## config.mk

```make
export PLATFORM = sky130hd
export DESIGN_NAME = stp_wrapper_flat
export DESIGN_NICKNAME = d
export VERILOG_FILES = /design/src/rtl/fft_pkg.sv /design/src/rtl/stp_wrapper_if.sv /design/src/rtl/stp_collect.sv /design/src/rtl/stp_wrapper.sv /design/src/flat_wrapper.sv
export SDC_FILE = /design/constraint.sdc
export NUM_CORES = 2
export LEC_CHECK = 0
export CAP_MARGIN = 40
export CORE_MARGIN = 2
export CORE_UTILIZATION = 45
export CTS_CLUSTER_DIAMETER = 40
export CTS_CLUSTER_SIZE = 14
export DETAILED_ROUTE_END_ITERATION = 6
export PLACE_DENSITY_LB_ADDON = 0.2
export REMOVE_ABC_BUFFERS = 1
export SYNTH_ARGS = -nofsm -noshare
export SYNTH_HDL_FRONTEND = slang
export SYNTH_HIERARCHICAL = 1
export SYNTH_SLANG_ARGS = --single-unit
```

## constraint.sdc

```tcl
create_clock -name clk -period 24.4 [get_ports clk]
set_input_delay 6.1 -clock clk [delete_from_list [all_inputs] [get_ports clk]]
set_output_delay 6.1 -clock clk [all_outputs]
set_load 0.005 [all_outputs]
```

## src/rtl/fft_pkg.sv

```systemverilog
// Shared FFT datapath types and sizes, used by the serial/parallel
// stages and the FFT core.
package fft_pkg;

  localparam int SAMPLE_W = 16;
  localparam int N_POINTS = 32;
  localparam int IDX_W    = $clog2(N_POINTS);

  typedef logic [SAMPLE_W-1:0] sample_t;
  typedef sample_t             frame_t [N_POINTS];
  typedef logic [IDX_W-1:0]    idx_t;

  // Index of the final sample of a frame; accepting here completes the frame.
  localparam idx_t LAST_IDX = idx_t'(N_POINTS - 1);

endpackage

```

## src/rtl/stp_wrapper_if.sv

```systemverilog
// Sample/frame bus of the serial-to-parallel collector.
// The overrun flag exists only when STP_OVERRUN_EN is defined.
interface stp_wrapper_if;
  import fft_pkg::*;

  logic    in_strobe;
  sample_t serial_in;
  logic    sync;
  logic    out_ack;
  logic    out_valid;
  idx_t    fill_count;
  sample_t out1,  out2,  out3,  out4,  out5,  out6,  out7,  out8;
  sample_t out9,  out10, out11, out12, out13, out14, out15, out16;
  sample_t out17, out18, out19, out20, out21, out22, out23, out24;
  sample_t out25, out26, out27, out28, out29, out30, out31, out32;
`ifdef STP_OVERRUN_EN
  logic    overrun;
`endif

  // Collector side.
  modport slave (
    input  in_strobe, serial_in, sync, out_ack,
    output out_valid, fill_count,
    output out1,  out2,  out3,  out4,  out5,  out6,  out7,  out8,
    output out9,  out10, out11, out12, out13, out14, out15, out16,
    output out17, out18, out19, out20, out21, out22, out23, out24,
    output out25, out26, out27, out28, out29, out30, out31, out32
`ifdef STP_OVERRUN_EN
    , output overrun
`endif
  );

  // Sample source / frame consumer side.
  modport master (
    output in_strobe, serial_in, sync, out_ack,
    input  out_valid, fill_count,
    input  out1,  out2,  out3,  out4,  out5,  out6,  out7,  out8,
    input  out9,  out10, out11, out12, out13, out14, out15, out16,
    input  out17, out18, out19, out20, out21, out22, out23, out24,
    input  out25, out26, out27, out28, out29, out30, out31, out32
`ifdef STP_OVERRUN_EN
    , input overrun
`endif
  );

endinterface

```

## src/rtl/stp_collect.sv

```systemverilog
// Collect stage: index counter, sync restart and the 31-word collect
// buffer. The 32nd sample of a frame is not stored here; the output bank
// takes it straight from serial_in on the completing edge (frame_done).
module stp_collect
  import fft_pkg::*;
(
  input  logic    clk,
  input  logic    rst,
  input  logic    in_strobe,
  input  sample_t serial_in,
  input  logic    sync,
  output idx_t    fill_count,
  output logic    frame_done,
  output sample_t buf_words [N_POINTS-1]
);

  idx_t wr_idx;

  // Write slot (sync forces slot 0) and completion detect for this edge.
  always_comb begin
    // NOTE: every always_comb output gets a value on every path, so no latch is inferred.
    wr_idx     = fill_count;
    frame_done = 1'b0;
    if (sync) begin
      wr_idx = '0;
    end
    if (in_strobe && !sync && (fill_count == LAST_IDX)) begin
      frame_done = 1'b1;
    end
  end

  // Index counter: advances per accept with natural 5-bit wrap; sync restarts it.
  always_ff @(posedge clk or posedge rst) begin
    // NOTE: sequential state is updated with non-blocking assignments only.
    if (rst) begin
      fill_count <= '0;
    end else if (in_strobe) begin
      fill_count <= wr_idx + 1'b1;
    end else if (sync) begin
      fill_count <= '0;
    end
  end

  // Collect buffer: store each accepted sample at its index (0..30).
  always_ff @(posedge clk or posedge rst) begin
    if (rst) begin
      // NOTE: this buffer is register-based and reset to zero, so it is not a RAM macro.
      for (int i = 0; i < N_POINTS - 1; i++) begin
        buf_words[i] <= '0;
      end
    end else if (in_strobe) begin
      for (int i = 0; i < N_POINTS - 1; i++) begin
        if (wr_idx == idx_t'(i)) begin
          buf_words[i] <= serial_in;
        end
      end
    end
  end

endmodule

```

## src/rtl/stp_wrapper.sv

```systemverilog
// Serial-to-parallel collector for the 32-point FFT. Builds 32-sample
// frames and presents them under a valid/ack handshake while the next
// frame is being collected.
// Build option STP_OVERRUN_EN: a frame completing while the previous one
// is still unacknowledged is dropped and the sticky overrun flag sets.
// Without it the newest frame overwrites the bank.
module stp_wrapper
  import fft_pkg::*;
(
  input logic          clk,
  input logic          rst,
  stp_wrapper_if.slave bus
);

  idx_t    fill_count;
  logic    frame_done;
  sample_t buf_words [N_POINTS-1];
  sample_t bank      [N_POINTS];
  logic    out_valid_q;
  logic    load;

  stp_collect u_collect (
    .clk        (clk),
    .rst        (rst),
    .in_strobe  (bus.in_strobe),
    .serial_in  (bus.serial_in),
    .sync       (bus.sync),
    .fill_count (fill_count),
    .frame_done (frame_done),
    .buf_words  (buf_words)
  );

`ifdef STP_OVERRUN_EN
  logic overrun_q;

  // A completed frame loads only if the bank is free or freed at this edge.
  always_comb begin
    load = frame_done && (!out_valid_q || bus.out_ack);
  end

  // Sticky drop flag: set on a dropped frame, cleared only by sync or reset.
  always_ff @(posedge clk or posedge rst) begin
    if (rst) begin
      overrun_q <= 1'b0;
    end else if (bus.sync) begin
      overrun_q <= 1'b0;
    end else if (frame_done && out_valid_q && !bus.out_ack) begin
      overrun_q <= 1'b1;
    end
  end

  assign bus.overrun = overrun_q;
`else
  // Newest frame always wins the bank.
  always_comb begin
    load = frame_done;
  end
`endif

  // Handshake: a load sets valid (even with a same-edge ack); ack alone clears it.
  always_ff @(posedge clk or posedge rst) begin
    if (rst) begin
      out_valid_q <= 1'b0;
    end else if (load) begin
      out_valid_q <= 1'b1;
    end else if (bus.out_ack) begin
      out_valid_q <= 1'b0;
    end
  end

  // Output bank: 31 buffered words plus the completing sample as the last word.
  always_ff @(posedge clk or posedge rst) begin
    if (rst) begin
      for (int i = 0; i < N_POINTS; i++) begin
        bank[i] <= '0;
      end
    end else if (load) begin
      for (int i = 0; i < N_POINTS - 1; i++) begin
        bank[i] <= buf_words[i];
      end
      bank[N_POINTS-1] <= bus.serial_in;
    end
  end

  assign bus.out_valid  = out_valid_q;
  assign bus.fill_count = fill_count;

  assign bus.out1  = bank[0];  assign bus.out2  = bank[1];
  assign bus.out3  = bank[2];  assign bus.out4  = bank[3];
  assign bus.out5  = bank[4];  assign bus.out6  = bank[5];
  assign bus.out7  = bank[6];  assign bus.out8  = bank[7];
  assign bus.out9  = bank[8];  assign bus.out10 = bank[9];
  assign bus.out11 = bank[10]; assign bus.out12 = bank[11];
  assign bus.out13 = bank[12]; assign bus.out14 = bank[13];
  assign bus.out15 = bank[14]; assign bus.out16 = bank[15];
  assign bus.out17 = bank[16]; assign bus.out18 = bank[17];
  assign bus.out19 = bank[18]; assign bus.out20 = bank[19];
  assign bus.out21 = bank[20]; assign bus.out22 = bank[21];
  assign bus.out23 = bank[22]; assign bus.out24 = bank[23];
  assign bus.out25 = bank[24]; assign bus.out26 = bank[25];
  assign bus.out27 = bank[26]; assign bus.out28 = bank[27];
  assign bus.out29 = bank[28]; assign bus.out30 = bank[29];
  assign bus.out31 = bank[30]; assign bus.out32 = bank[31];

endmodule

```

## src/flat_wrapper.sv

```systemverilog
// flat-port wrapper written by rule: the top's interface ports become plain ports
module stp_wrapper_flat import fft_pkg::*;
  (clk, rst, bus_in_strobe, bus_serial_in, bus_sync, bus_out_ack, bus_out_valid, bus_fill_count, bus_out1, bus_out2, bus_out3, bus_out4, bus_out5, bus_out6, bus_out7, bus_out8, bus_out9, bus_out10, bus_out11, bus_out12, bus_out13, bus_out14, bus_out15, bus_out16, bus_out17, bus_out18, bus_out19, bus_out20, bus_out21, bus_out22, bus_out23, bus_out24, bus_out25, bus_out26, bus_out27, bus_out28, bus_out29, bus_out30, bus_out31, bus_out32);
  stp_wrapper_if bus_i ();
  input logic clk;
  input logic rst;
  input wire logic [$bits(bus_i.in_strobe)-1:0] bus_in_strobe;
  input wire logic [$bits(bus_i.serial_in)-1:0] bus_serial_in;
  input wire logic [$bits(bus_i.sync)-1:0] bus_sync;
  input wire logic [$bits(bus_i.out_ack)-1:0] bus_out_ack;
  output wire logic [$bits(bus_i.out_valid)-1:0] bus_out_valid;
  output wire logic [$bits(bus_i.fill_count)-1:0] bus_fill_count;
  output wire logic [$bits(bus_i.out1)-1:0] bus_out1;
  output wire logic [$bits(bus_i.out2)-1:0] bus_out2;
  output wire logic [$bits(bus_i.out3)-1:0] bus_out3;
  output wire logic [$bits(bus_i.out4)-1:0] bus_out4;
  output wire logic [$bits(bus_i.out5)-1:0] bus_out5;
  output wire logic [$bits(bus_i.out6)-1:0] bus_out6;
  output wire logic [$bits(bus_i.out7)-1:0] bus_out7;
  output wire logic [$bits(bus_i.out8)-1:0] bus_out8;
  output wire logic [$bits(bus_i.out9)-1:0] bus_out9;
  output wire logic [$bits(bus_i.out10)-1:0] bus_out10;
  output wire logic [$bits(bus_i.out11)-1:0] bus_out11;
  output wire logic [$bits(bus_i.out12)-1:0] bus_out12;
  output wire logic [$bits(bus_i.out13)-1:0] bus_out13;
  output wire logic [$bits(bus_i.out14)-1:0] bus_out14;
  output wire logic [$bits(bus_i.out15)-1:0] bus_out15;
  output wire logic [$bits(bus_i.out16)-1:0] bus_out16;
  output wire logic [$bits(bus_i.out17)-1:0] bus_out17;
  output wire logic [$bits(bus_i.out18)-1:0] bus_out18;
  output wire logic [$bits(bus_i.out19)-1:0] bus_out19;
  output wire logic [$bits(bus_i.out20)-1:0] bus_out20;
  output wire logic [$bits(bus_i.out21)-1:0] bus_out21;
  output wire logic [$bits(bus_i.out22)-1:0] bus_out22;
  output wire logic [$bits(bus_i.out23)-1:0] bus_out23;
  output wire logic [$bits(bus_i.out24)-1:0] bus_out24;
  output wire logic [$bits(bus_i.out25)-1:0] bus_out25;
  output wire logic [$bits(bus_i.out26)-1:0] bus_out26;
  output wire logic [$bits(bus_i.out27)-1:0] bus_out27;
  output wire logic [$bits(bus_i.out28)-1:0] bus_out28;
  output wire logic [$bits(bus_i.out29)-1:0] bus_out29;
  output wire logic [$bits(bus_i.out30)-1:0] bus_out30;
  output wire logic [$bits(bus_i.out31)-1:0] bus_out31;
  output wire logic [$bits(bus_i.out32)-1:0] bus_out32;
  assign bus_i.in_strobe = bus_in_strobe;
  assign bus_i.serial_in = bus_serial_in;
  assign bus_i.sync = bus_sync;
  assign bus_i.out_ack = bus_out_ack;
  assign bus_out_valid = bus_i.out_valid;
  assign bus_fill_count = bus_i.fill_count;
  assign bus_out1 = bus_i.out1;
  assign bus_out2 = bus_i.out2;
  assign bus_out3 = bus_i.out3;
  assign bus_out4 = bus_i.out4;
  assign bus_out5 = bus_i.out5;
  assign bus_out6 = bus_i.out6;
  assign bus_out7 = bus_i.out7;
  assign bus_out8 = bus_i.out8;
  assign bus_out9 = bus_i.out9;
  assign bus_out10 = bus_i.out10;
  assign bus_out11 = bus_i.out11;
  assign bus_out12 = bus_i.out12;
  assign bus_out13 = bus_i.out13;
  assign bus_out14 = bus_i.out14;
  assign bus_out15 = bus_i.out15;
  assign bus_out16 = bus_i.out16;
  assign bus_out17 = bus_i.out17;
  assign bus_out18 = bus_i.out18;
  assign bus_out19 = bus_i.out19;
  assign bus_out20 = bus_i.out20;
  assign bus_out21 = bus_i.out21;
  assign bus_out22 = bus_i.out22;
  assign bus_out23 = bus_i.out23;
  assign bus_out24 = bus_i.out24;
  assign bus_out25 = bus_i.out25;
  assign bus_out26 = bus_i.out26;
  assign bus_out27 = bus_i.out27;
  assign bus_out28 = bus_i.out28;
  assign bus_out29 = bus_i.out29;
  assign bus_out30 = bus_i.out30;
  assign bus_out31 = bus_i.out31;
  assign bus_out32 = bus_i.out32;
  stp_wrapper u_core (.clk(clk), .rst(rst), .bus(bus_i));
endmodule
```

### Word level (Yosys, flattened, before mapping)

Cells that the tools add are included.

| cells by class | value |
|---|---|
| order comparisons | 0 |
| multipliers | 0 |
| $add $sub $neg | 1 |
| shift-type cells | 0 |
| multiplexer cells | 5 |
| divide/modulo/power cells | 0 |
| bitwise logic cells | 0 |
| reduce and logical (&&, ||, !) cells | 36 |
| equality and inequality tests | 31 |

Operators with widths:

| kind | count |
|---|---|
| equality test 5 bit (second input constant) | 16 |
| AND reduction 2 bit | 31 |
| equality test 5 x 4 -> 1 bit (second input constant) | 8 |
| equality test 5 x 3 -> 1 bit (second input constant) | 4 |
| equality test 5 x 2 -> 1 bit (second input constant) | 2 |
| 2-to-1 mux 5 bit | 2 |
| adder 5 x 1 -> 5 bit (second input constant) | 1 |
| equality test 5 x 1 -> 1 bit (second input constant) | 1 |
| zero test 5 bit | 1 |
| 2-to-1 mux 1 bit | 3 |
| logical AND 1 bit | 2 |
| nonzero test 2 bit | 1 |
| zero test 1 bit | 1 |

| storage, ports and cells | value |
|---|---|
| memory bits (writable) | 0 |
| bits of input ports | 21 |
| register bits after elaboration | 1,014 |
| memories kept | 0 |
| memory bits (read-only) | 0 |
| bits in latches | 0 |
| logic and storage cells | 138 |

### Logic depth before layout (Yosys ltp)

| logic depth | value |
|---|---|
| depth in word-level cells | 5 |
| gate-level depth with buffers | 7 |

### Cells and area by module

The synthesis kept the hierarchy.

By module, submodules not included:

| module | cells an instance | times used | area an instance (um^2) |
|---|---|---|---|
| stp_collect | 1,251 | 1 | 19,472.4 |
| stp_wrapper | 1,085 | 1 | 19,234.7 |

### Least setup slack after synthesis

No wires, ideal clock.

| path | value |
|---|---|
| kind | in2reg |
| start point | in bus_sync |
| end point | reg u_core/u_collect/buf_words[240] (netlist bit) |
| library setup time | 0.125 ns |
| stages | 7 |
| path buffers | 3 |
| setup slack | 16.505 ns |
| arrival | 7.770 ns |
| cell sequence | clkbuf_1 -> clkbuf_1 -> nor3b_1 -> ha_1 -> nand2_1 -> clkbuf_1 -> mux2_2 |

| on the way | value |
|---|---|
| word-level cells in the longest chain between the ends | 3 |

Ends and longest elaborated chain:

| item | line | text |
|---|---|---|
| start: declaration | flat_wrapper.sv:9 | `input wire logic [$bits(bus_i.sync)-1:0] bus_sync;` |
| 2-to-1 mux 5 bit | stp_collect.sv:24 | `if (sync) begin` |
| equality test 5 x 4 -> 1 bit | stp_collect.sv:53 | `if (wr_idx == idx_t'(i)) begin` |
| AND reduction 2 bit (no source line) | - |  |
| end signal: indexed assignment | stp_collect.sv:54 | `buf_words[i] <= serial_in;` |
| end: declaration | stp_collect.sv:14 | `output sample_t buf_words [N_POINTS-1]` |

Every way passes these cells.
A chain may end at the register's enable or synchronous reset.

### Final worst setup path

| path | value |
|---|---|
| start point | in bus_in_strobe |
| end point | reg u_core.bank (netlist bit u_core/bus.out18[5]) |

| on the way | value |
|---|---|
| word-level cells in the longest chain between the ends | 3 |

Ends and longest elaborated chain:

| item | line | text |
|---|---|---|
| start: declaration | flat_wrapper.sv:7 | `input wire logic [$bits(bus_i.in_strobe)-1:0] bus_in_strobe;` |
| logical AND 1 bit (2 in series) | stp_collect.sv:27 | `if (in_strobe && !sync && (fill_count == LAST_IDX)) begin` |
| 2-to-1 mux 1 bit | stp_collect.sv:27 |  |
| via u_core.frame_done | stp_wrapper.sv:16 | `logic frame_done;` |
| end signal: indexed assignment | stp_wrapper.sv:79 | `bank[i] <= buf_words[i];` |
| end signal: indexed assignment | stp_wrapper.sv:81 | `bank[N_POINTS-1] <= bus.serial_in;` |
| end: declaration | stp_wrapper.sv:18 | `sample_t bank [N_POINTS];` |

The timed path passes the listed nets, and every way through them passes these cells.

==> reports/metrics.yaml <==
outcome: "completed"
firstDrtPassIters: 5
p_leak_nw: 24.3
reg2reg_depth: 6
whs_endpoint: "u_core/bus.out16[5]$_DFFE_PP0P_"
cp_data_arrival_time_ns: 10.28
layout_common_cells: "1014 x dfrtp_1, 992 x mux2_2, 521 x clkdlybuf4s50_1"
num_rows: 107
synth_top_area_share_pct: 65.6
timing.rr.start: "u_core/u_collect/fill_count[3]$_DFF_PP0_"
ir_worst_vdd_v: 0.0000656
route.detailed.drc: 0
tritoncts: "built"
ys_warn_count: 6
r2r_end: "u_core/bus.out18[5]$_DFFE_PP0P_"
pwr_density_cell_mw_per_mm2: 79.4
p_clk_share_pct: 51.4
finalClockSkew_ns: 0.0420
via_count: 22100
cts_buffers: 134
hold-path-cell-count: 1
start_kind: "input pin"
final_common_cell: "dfrtp_1"
grt_usage_pct: 23.7
syn2layout_area_growth_pct: 29.1
switching_share_pct: 23.0
hold_viol_final: 0
post_cts.repair.setup_buffers: 0
grt_overflow: 0
end_kind: "flop"
drive_gt1_share_pct: 44.1
port_buffers: 538
synth-seq-area-share_pct: 65.6
post_cts_resized: 0
first_iter_violations: 1007
p_switching_mw: 0.911
fmax_mhz: 103
largest_reg_flops: 496
fin_cells: 4167
synthCells: 2336
dr.max_layer_used: "met4"
grt_pass1_vias: 24100
final_net_count: 2933
slowest_stage: "buf_12"
clockBufferDepth: 3
ant_nets: 0
period_share_pct: 39.7
multi_input_area_mm2: 0.0122
die_h_um: 297
nFillCells: 6597
grt_max_degree: 198
slew_violations: 0
worst-path-max-fanout: 197
clk_latency_ns: 0.72
synth_top_area_cell: "dfrtp_1"
vias_per_cell: 5.29
seqPwrFrac_pct: 44.7
path_clk_slew_ns: 0.06
coreArea_mm2: 0.0851
ys_seq_elements: 1014
cp.required_ns: 24.98
seq_area_mm2: 0.0254
max_stage_delay_ns: 0.63
synth_cell_types: 40
rsz0062_at_grt: "false"
dieArea_mm2: 0.0884
path_cells: "clkdlybuf4s50_1 -> buf_4 -> nand4b_1 -> nor2_4 -> buf_4 -> buf_12 -> buf_12 -> mux2_2"
cts_htree_levels: 4
crit_type: "input pin to flop"
setup_ws_ns: 14.70
largest_register: "u_core/u_collect/buf_words"
wl_met2_mm: 51.8
p_total_mw: 3.97
dr_wl_met3_mm: 6.68
rrSetupSlack_ns: 20.19
wl_met1_mm: 42.2
placed_cells: 3918
dpl.hpwl_mm: 64.0
maxSlewHeadroom_pct: 1.85
gp_congestion: 0.755
ios: 539
drv_cap: 0
root_buffer: "clkbuf_16"
grt_pass1_wl_mm: 158
netlist_area_mm2: 0.0387
ctsHoldBuffers: 0
p_comb_share_pct: 3.9
post-place-ws_ns: 14.26
postLayoutCoreUtil_pct: 58.7
synth.avg_cell_area_um2: 16.6
antenna_found_initial: 4
setup_viol: 0
cts_sinks: 1014
start_util_pct: 45.5
die_x_um: 297
drt_wl_total_mm: 104
min_from: "u_core/u_collect/buf_words[245]$_DFFE_PP0P_"
synth_area_leaders: "dfrtp_1 66%, mux2_2 29%, buf_6 1.6%"
fin_crit_ns: 9.70
drt-wirelength-per-cell_um: 24.9
internal_power_mw: 3.06
hold_class: "flop to flop"
max_slew.worst_pin.slew_ns: 1.47
final cells by class:
class | instances | share of cell area, %
Tap cell | 1144 | 2.87
Multi-Input combinational cell | 1154 | 24.5
Clock buffer | 160 | 7.25
Inverter | 4 | 0.0601
Sequential cell | 1014 | 50.8
Antenna cell | 3 | 0.0150
Clock inverter | 85 | 2.30
Timing Repair Buffer | 603 | 12.2
Yosys cell counts, drive strengths merged:
master / n
nand2b: 1
a221oi: 16
nand3b: 2
mux2: 992
o311ai: 16
and4b: 1
nand3: 7
nand2: 45
or4b: 1
dfrtp: 1014
inv: 3
nor2: 16
xor2: 3
nor2b: 17
xnor2: 1
and4bb: 1
nand4b: 1
buf: 94
nor4bb: 1
nor3b: 3
clkbuf: 70
nand4: 1
clkinv: 1
nor3: 4
ha: 1
nor4b: 1
and3: 17
a21o: 1
or3: 1
nand4bb: 2
mux2i: 1
or2: 1
through the flow:
stage          cell area, um^2  hold slack, ns  setup TNS [ns]
2_1_floorplan            37600           0.474        -2884.16
3_3_place_gp             44700           0.468               0
3_5_place_dp             45200           0.474               0
4_1_cts                  49900           0.484               0
5_1_grt                  50000           0.507               0
6_report                 50000           0.483               0
worst max-delay path, delay by kind of cell:
kind,cells,cell delay [ns]
buf+inv,5,2.24
simple gates,2,0.45
mux,1,0.44
power groups by stage:
| stage | Combinational (mW) | Clock (mW) | Sequential (mW) |
|---|---|---|---|
| final | 0.155 | 2.04 | 1.77 |
| after global routing | 0.171 | 2.16 | 1.78 |
| after CTS | 0.158 | 2.08 | 1.77 |
| after detailed placement | 0.157 | 0 | 1.80 |
| after global placement | 0.145 | 0 | 1.80 |
| after floorplan | 0.0912 | 0 | 1.79 |
worst max path at each step:
stage	startpoint	end	slack, ns	cells after the start
6_report	bus_in_strobe	u_core/bus.out18[5]$_DFFE_PP0P_	14.70	8
5_1_grt	bus_in_strobe	u_core/bus.out13[6]$_DFFE_PP0P_	14.70	8
4_1_cts	bus_in_strobe	u_core/bus.out18[5]$_DFFE_PP0P_	15.03	8
3_5_place_dp	bus_in_strobe	u_core/bus.out27[8]$_DFFE_PP0P_	14.26	8
3_3_place_gp	bus_in_strobe	u_core/bus.out18[6]$_DFFE_PP0P_	13.70	8
2_1_floorplan	bus_sync	u_core/bus.out10[0]$_DFFE_PP0P_	-5.63	3
cells by family after synthesis:
family / Yosys count / share of synthesized area [%]
xor gates and xnor gates: 4 / 0.0905
muxes: 993 / 28.9
DFF: 1014 / 65.6
AOI/OAI and AO/OA: 33 / 0.743
adders and majority gates: 1 / 0.0323
and+or+nand+nor: 123 / 1.83
buffers and inverters: 168 / 2.87
per-layer routing:
layer | vias to the layer above | GRT usage, %
li1 | 9474 | -
met1 | 11800 | 30.1
met2 | 598 | 39.3
met3 | 168 | 6.57
met4 | 0 | 8.13
met5 | - | 0
Note: power is estimated with default switching activity, not from simulation.
